$ cat src/rtl/mul_ctrl_pkg.sv
// Shared types for the multiplier issue controller: op encoding, shadow-slot layout
// and pipeline depth of the attached Booth/Wallace multiplier.
package mul_ctrl_pkg;

    localparam int MUL_LAT    = 3;
    localparam int NREQ       = 2;
    localparam int SLOT_TAG_W = 4;

    typedef enum logic [1:0] {
        MUL    = 2'b00,
        MULH   = 2'b01,
        MULHSU = 2'b10,
        MULHU  = 2'b11
    } mul_op_e;

    typedef struct packed {
        logic                  valid;
        logic                  id;
        mul_op_e               op;
        logic [SLOT_TAG_W-1:0] tag;
        logic [31:0]           corr;
    } mul_slot_t;

endpackage

$ cat src/rtl/mul_issue_ctrl_rr_arb2.sv
// Two-way round-robin arbiter; the favoured index moves to the loser after every grant.
module rr_arb2
    import mul_ctrl_pkg::*;
(
    input  logic            clk,
    input  logic            rst_n,
    input  logic [NREQ-1:0] req,
    input  logic            advance,
    output logic [NREQ-1:0] gnt
);

    logic prio;

    always_comb begin
        gnt = '0;
        if (advance) begin
            if (req[prio]) begin
                gnt[prio] = 1'b1;
            end else if (req[~prio]) begin
                gnt[~prio] = 1'b1;
            end
        end
    end

    // granting 0 favours 1 next time, granting 1 favours 0
    always_ff @(posedge clk or negedge rst_n) begin
        if (!rst_n) begin
            prio <= 1'b0;
        end else if (|gnt) begin
            prio <= gnt[0];
        end
    end

endmodule

$ cat src/rtl/mul_issue_ctrl.sv
// Issue controller for the 3-stage signed 32x32 multiplier: arbitrates two RV32M requesters,
// shadows in-flight ops and turns the signed product into MUL/MULH/MULHSU/MULHU results.
module mul_issue_ctrl
    import mul_ctrl_pkg::*;
#(
    parameter int TAG_W = SLOT_TAG_W
) (
    input  logic                    clk,
    input  logic                    rst_n,
    input  logic [NREQ-1:0]         req_valid,
    output logic [NREQ-1:0]         req_ready,
    input  logic [32*NREQ-1:0]      req_a,
    input  logic [32*NREQ-1:0]      req_b,
    input  logic [2*NREQ-1:0]       req_op,
    input  logic [TAG_W*NREQ-1:0]   req_tag,
    output logic                    mul_en,
    output logic [31:0]             mul_a,
    output logic [31:0]             mul_b,
    input  logic signed [63:0]      mul_p,
    output logic                    rsp_valid,
    input  logic                    rsp_ready,
    output logic                    rsp_id,
    output logic [TAG_W-1:0]        rsp_tag,
    output logic [31:0]             rsp_data
);

    // Term added to the signed high word to reinterpret either operand as unsigned.
    function automatic logic [31:0] hi_corr(input mul_op_e op, input logic [31:0] a,
                                            input logic [31:0] b);
        logic [31:0] corr_b;
        logic [31:0] corr_a;
        corr_b = b[31] ? a : 32'd0;
        corr_a = a[31] ? b : 32'd0;
        case (op)
            MULHSU:  hi_corr = corr_b;
            MULHU:   hi_corr = corr_b + corr_a;
            default: hi_corr = 32'd0;
        endcase
    endfunction

    function automatic logic [31:0] rsp_word(input mul_slot_t s, input logic signed [63:0] p);
        if (!s.valid) begin
            rsp_word = 32'd0;
        end else if (s.op == MUL) begin
            rsp_word = p[31:0];
        end else begin
            rsp_word = p[63:32] + s.corr;
        end
    endfunction

    logic [NREQ-1:0] gnt;
    logic            issue;
    logic            win;
    mul_slot_t       slot_in;
    mul_slot_t       slot_p [MUL_LAT];

    assign mul_en = !(slot_p[MUL_LAT-1].valid && !rsp_ready);

    rr_arb2 u_arb (
        .clk     (clk),
        .rst_n   (rst_n),
        .req     (req_valid),
        .advance (mul_en),
        .gnt     (gnt)
    );

    assign req_ready = gnt;
    assign issue     = |gnt;
    assign win       = gnt[1];

    // Issue: winner's operands go to the multiplier; no grant drives zeros and a bubble
    always_comb begin
        slot_in = '0;
        mul_a   = 32'd0;
        mul_b   = 32'd0;
        if (issue) begin
            mul_a         = req_a[32*int'(win) +: 32];
            mul_b         = req_b[32*int'(win) +: 32];
            slot_in.valid = 1'b1;
            slot_in.id    = win;
            slot_in.op    = mul_op_e'(req_op[2*int'(win) +: 2]);
            slot_in.tag   = SLOT_TAG_W'(req_tag[TAG_W*int'(win) +: TAG_W]);
            slot_in.corr  = hi_corr(slot_in.op, mul_a, mul_b);
        end
    end

    // Shadow stages p0..p2 track the multiplier's operand, partial-product and product registers
    always_ff @(posedge clk or negedge rst_n) begin
        if (!rst_n) begin
            for (int i = 0; i < MUL_LAT; i++) begin
                slot_p[i] <= '0;
            end
        end else if (mul_en) begin
            slot_p[0] <= slot_in;
            for (int i = 1; i < MUL_LAT; i++) begin
                slot_p[i] <= slot_p[i-1];
            end
        end
    end

    // Response: straight from the product-aligned stage
    assign rsp_valid = slot_p[MUL_LAT-1].valid;
    assign rsp_id    = slot_p[MUL_LAT-1].id;
    assign rsp_tag   = TAG_W'(slot_p[MUL_LAT-1].tag);
    assign rsp_data  = rsp_word(slot_p[MUL_LAT-1], mul_p);

endmodule

$ cat config.mk
export PLATFORM = sky130hd
export DESIGN_NAME = mul_issue_ctrl
export DESIGN_NICKNAME = d
export VERILOG_FILES = /design/src/rtl/mul_ctrl_pkg.sv /design/src/rtl/mul_issue_ctrl_rr_arb2.sv /design/src/rtl/mul_issue_ctrl.sv
export SDC_FILE = /design/constraint.sdc
export NUM_CORES = 1
export LEC_CHECK = 0
export BUFFER_PORTS_ARGS = -buffer_cell sky130_fd_sc_hd__buf_2
export CAP_MARGIN = 5
export CORE_ASPECT_RATIO = 1.2
export CORE_MARGIN = 1
export CORE_UTILIZATION = 54
export CTS_BUF_LIST = sky130_fd_sc_hd__clkbuf_4 sky130_fd_sc_hd__clkbuf_8
export DETAILED_ROUTE_END_ITERATION = 10
export PLACE_DENSITY = 0.89
export SETUP_SLACK_MARGIN = 0.4
export SLEW_MARGIN = 15
export SYNTH_ARGS = -nofsm -noshare
export SYNTH_HDL_FRONTEND = slang
export SYNTH_SLANG_ARGS = --single-unit
$ cat constraint.sdc
create_clock -name clk -period 6.4 [get_ports clk]
set_clock_uncertainty 0.05 [all_clocks]
set_input_delay 0.64 -clock clk [delete_from_list [all_inputs] [get_ports clk]]
set_output_delay 0.64 -clock clk [all_outputs]
set_load 0.05 [all_outputs]
==> results.yml <==
sta:
  final-max-slew-violation-count: 0
  finalCritPeriodShare: 0.823
  worst_slew_slack_as_a_fraction_of_its_limit: 0.400
  finalSetupViolations: 0
  grt_setup_unrepaired: "false"
  fin_ws_ns: 1.13
  tightestPinTransition_ns: 0.900
  setup_total_negative_slack_ns: 0
  fin_crit_ns: 5.27
  clock.fmax_ghz: 0.190
  final_hold_viol_count: 0
layout:
  leading_cell_types_in_the_layout_fill_and_taps_excluded: "sky130_fd_sc_hd__nand2_1 (442), sky130_fd_sc_hd__buf_2 (312), sky130_fd_sc_hd__dfrtp_1 (121)"
  finalNetCount: 1856
  post_layout_nonfiller_instances: 1818
  multi_input_comb_area_um2: 6460
  most_common_cell_after_layout_fill_and_taps_aside: "sky130_fd_sc_hd__nand2_1"
  fillCellCount: 1538
  drive_gt1_frac: 0.239
  register_area_um2: 3030
  fin_area_um2: 11900
  syn_to_final_growth_pct: 20.7
power_and_ir_drop:
  powerDensity_nw_per_um2: 313
  p_sw_uw: 1820
  cellInternalPower_uw: 1910
  swShare: 0.489
  vdd.ir_drop.worst_mv: 0.146
  p_leak_uw: 0.00655
  p_seq_frac: 0.265
  total_power_consumption_uw: 3730
  clock_power_share: 0.187
  comb_power_share: 0.549
hold_path:
  holdCritPathClass: "in2async"
run_status:
  run_status: "complete, but fails checks"
  violations_in_the_final_reports: "design-rule violations"
global_routing:
  grt_start_max_net_pins: 92
  grtUsageTotal: 0.295
  number_of_global_route_vias_before_repair: 9472
  grt_pass1_wl_um: 45200
  grt_remaining_overflow: 0
  antenna_found_initial: 3
clocking:
  cts_repair_resize_count: 0
  cts_htree_levels: 4
  clock_tree.root_cell: "sky130_fd_sc_hd__clkbuf_8"
  cts.hold.buffers_added: 0
  worst_skew_pair.late_latency_ns: 0.42
  post-cts-setup-buffer-count: 0
  clk_pin_slew_ns: 0.08
  cts-buffers-inserted: 17
  cts_sinks: 121
  cts_tree: "built"
  cts.path.max_buffers: 2
drt:
  wl_per_cell_um: 15.4
  drc: 18
  vias: 10356
  drt_pre_antenna_iters: 9
  drt_iter0_markers: 810
  route.final.wire_length_um: 28100
  ant_nets: 0
  detail_route.vias_per_cell: 5.70
place:
  dpl_worst_slack_ns: 1.17
  dpl.cell_count: 1784
  buffers_added_on_ports: 313
  placed_cell_area_um2: 11500
  post-dp-hpwl_um: 21700
  gp_congestion: 0.916
floorplan:
  floorplan.die.width_um: 126
  fp.coreArea_um2: 17700
  core.rowCount: 53
  initial_utilization: 0.559
  fp.dieArea_um2: 18900
  floorplan.die.height_um: 150
  io-pin-count: 314
setup_path:
  reg2reg_from: "rsp_valid"
  cp_max_fo: 53
  worst-endpoint-arrival_ns: 5.53
  crit_path_start_kind: "register"
  critical_path_class: "reg2reg"
  reg2reg_depth: 18
  endpoint_kind: "register"
  regToRegEndpoint: "slot_p[107]"
  regToRegSetupSlack_ns: 1.13
  crit_required_ns: 6.66
yosys:
  syn_area_um2: 9890
  netlist_instances: 1321
  post_synthesis_sequential_element_count: 121
  netlist-cell-type-count: 72
  synth_flop_cell: "sky130_fd_sc_hd__dfrtp_1"
  synth_edf_count: 0
  yosysWarningCount: 0
  yosysSeqAreaShare: 0.306
  post_synth.cell_area_avg_um2: 7.49
  asyncSetResetFlopFracSynth: 1.00
  postSynthNetCount: 1594
flow_run:
  cap_violations: 0
[worst max path at each step]
stage | start | end | slack, ns
after detailed placement | rsp_valid | slot_p[107] | 1.17
after CTS | rsp_valid | slot_p[107] | 1.14
final | rsp_valid | slot_p[107] | 1.13
after floorplan | rsp_valid | slot_p[108] | 1.35
after global placement | rsp_valid | slot_p[108] | 1.26
after global routing | rsp_valid | slot_p[107] | 0.74
[through the flow]
stage	util	hold slack [ns]
after floorplan	-	0.294
after global placement	0.651	0.396
after detailed placement	0.651	0.405
after CTS	0.674	0.225
after global routing	0.674	0.255
final	0.674	0.216
[worst max-delay path, cell delays in order (launching register included)]
cell                        delay [ns]
sky130_fd_sc_hd__dfrtp_1          0.51
sky130_fd_sc_hd__inv_4            0.32
sky130_fd_sc_hd__nor2_8           0.16
sky130_fd_sc_hd__inv_4            0.09
sky130_fd_sc_hd__nand3_4          0.12
sky130_fd_sc_hd__inv_4            0.50
sky130_fd_sc_hd__mux2i_4          0.54
sky130_fd_sc_hd__buf_4            0.33
sky130_fd_sc_hd__a21oi_1          0.08
sky130_fd_sc_hd__ha_1             0.36
sky130_fd_sc_hd__nand2_1          0.16
sky130_fd_sc_hd__nor3b_1          0.08
sky130_fd_sc_hd__a2111oi_2        0.40
sky130_fd_sc_hd__o21ai_1          0.12
sky130_fd_sc_hd__a21oi_2          0.24
sky130_fd_sc_hd__o31ai_2          0.15
sky130_fd_sc_hd__a21o_1           0.23
sky130_fd_sc_hd__a311o_1          0.36
sky130_fd_sc_hd__a221o_1          0.32
[power groups by stage]
stage | clock [uW] | combinational [uW] | sequential (uW)
floorplan | 0 | 1580 | 978
global placement | 0 | 2020 | 991
detailed placement | 0 | 2040 | 1000
CTS | 710 | 2040 | 987
global route | 745 | 2220 | 1000
finish | 697 | 2050 | 988
[Yosys cell counts, drive strengths merged, types with 14 or more instances]
library cell / instances / share of area
o21ai: 44 / 0.023
dfrtp: 121 / 0.31
ha: 62 / 0.078
nand2: 442 / 0.17
a22o: 44 / 0.039
xor2: 19 / 0.017
nor2: 77 / 0.031
nand3: 22 / 0.012
inv: 27 / 0.011
o221ai: 14 / 0.012
clkbuf: 61 / 0.023
mux2i: 37 / 0.039
a21oi: 114 / 0.058
a21o: 30 / 0.023
buf: 20 / 0.011
o22ai: 14 / 0.0089
xnor2: 32 / 0.028
a211oi: 17 / 0.014
[routing by layer]
metal / GRT usage / share of wire / vias up
met5: 0 / 0.00032 / -
met4: 0.0835 / 0.019 / 2
met3: 0.0409 / 0.064 / 43
met2: 0.515 / 0.49 / 427
met1: 0.381 / 0.42 / 4757
li1: - / - / 5127
[flip-flops by register name (all words and copies together), names as in the netlist]
name and count:
rsp_id 1, rsp_tag 4, rsp_valid 1, slot_p 114, u_arb.prio 1
[cell type report]
class | instances | share of cell area
antenna | 2 | 0.000419
clock buffer | 18 | 0.0202
clock inverter | 14 | 0.0146
inverter | 27 | 0.00912
multi-input combinational | 1092 | 0.541
sequential | 121 | 0.254
tap | 220 | 0.0231
timing repair buffer | 324 | 0.138
[cells by family after synthesis]
family	synth area share
mux	0.0398
fa+ha+maj	0.0825
xor+xnor	0.0452
buf+inv	0.0449
simple gates	0.255
flops	0.306
compound gates	0.226
Power figures use the tool's default switching activity.
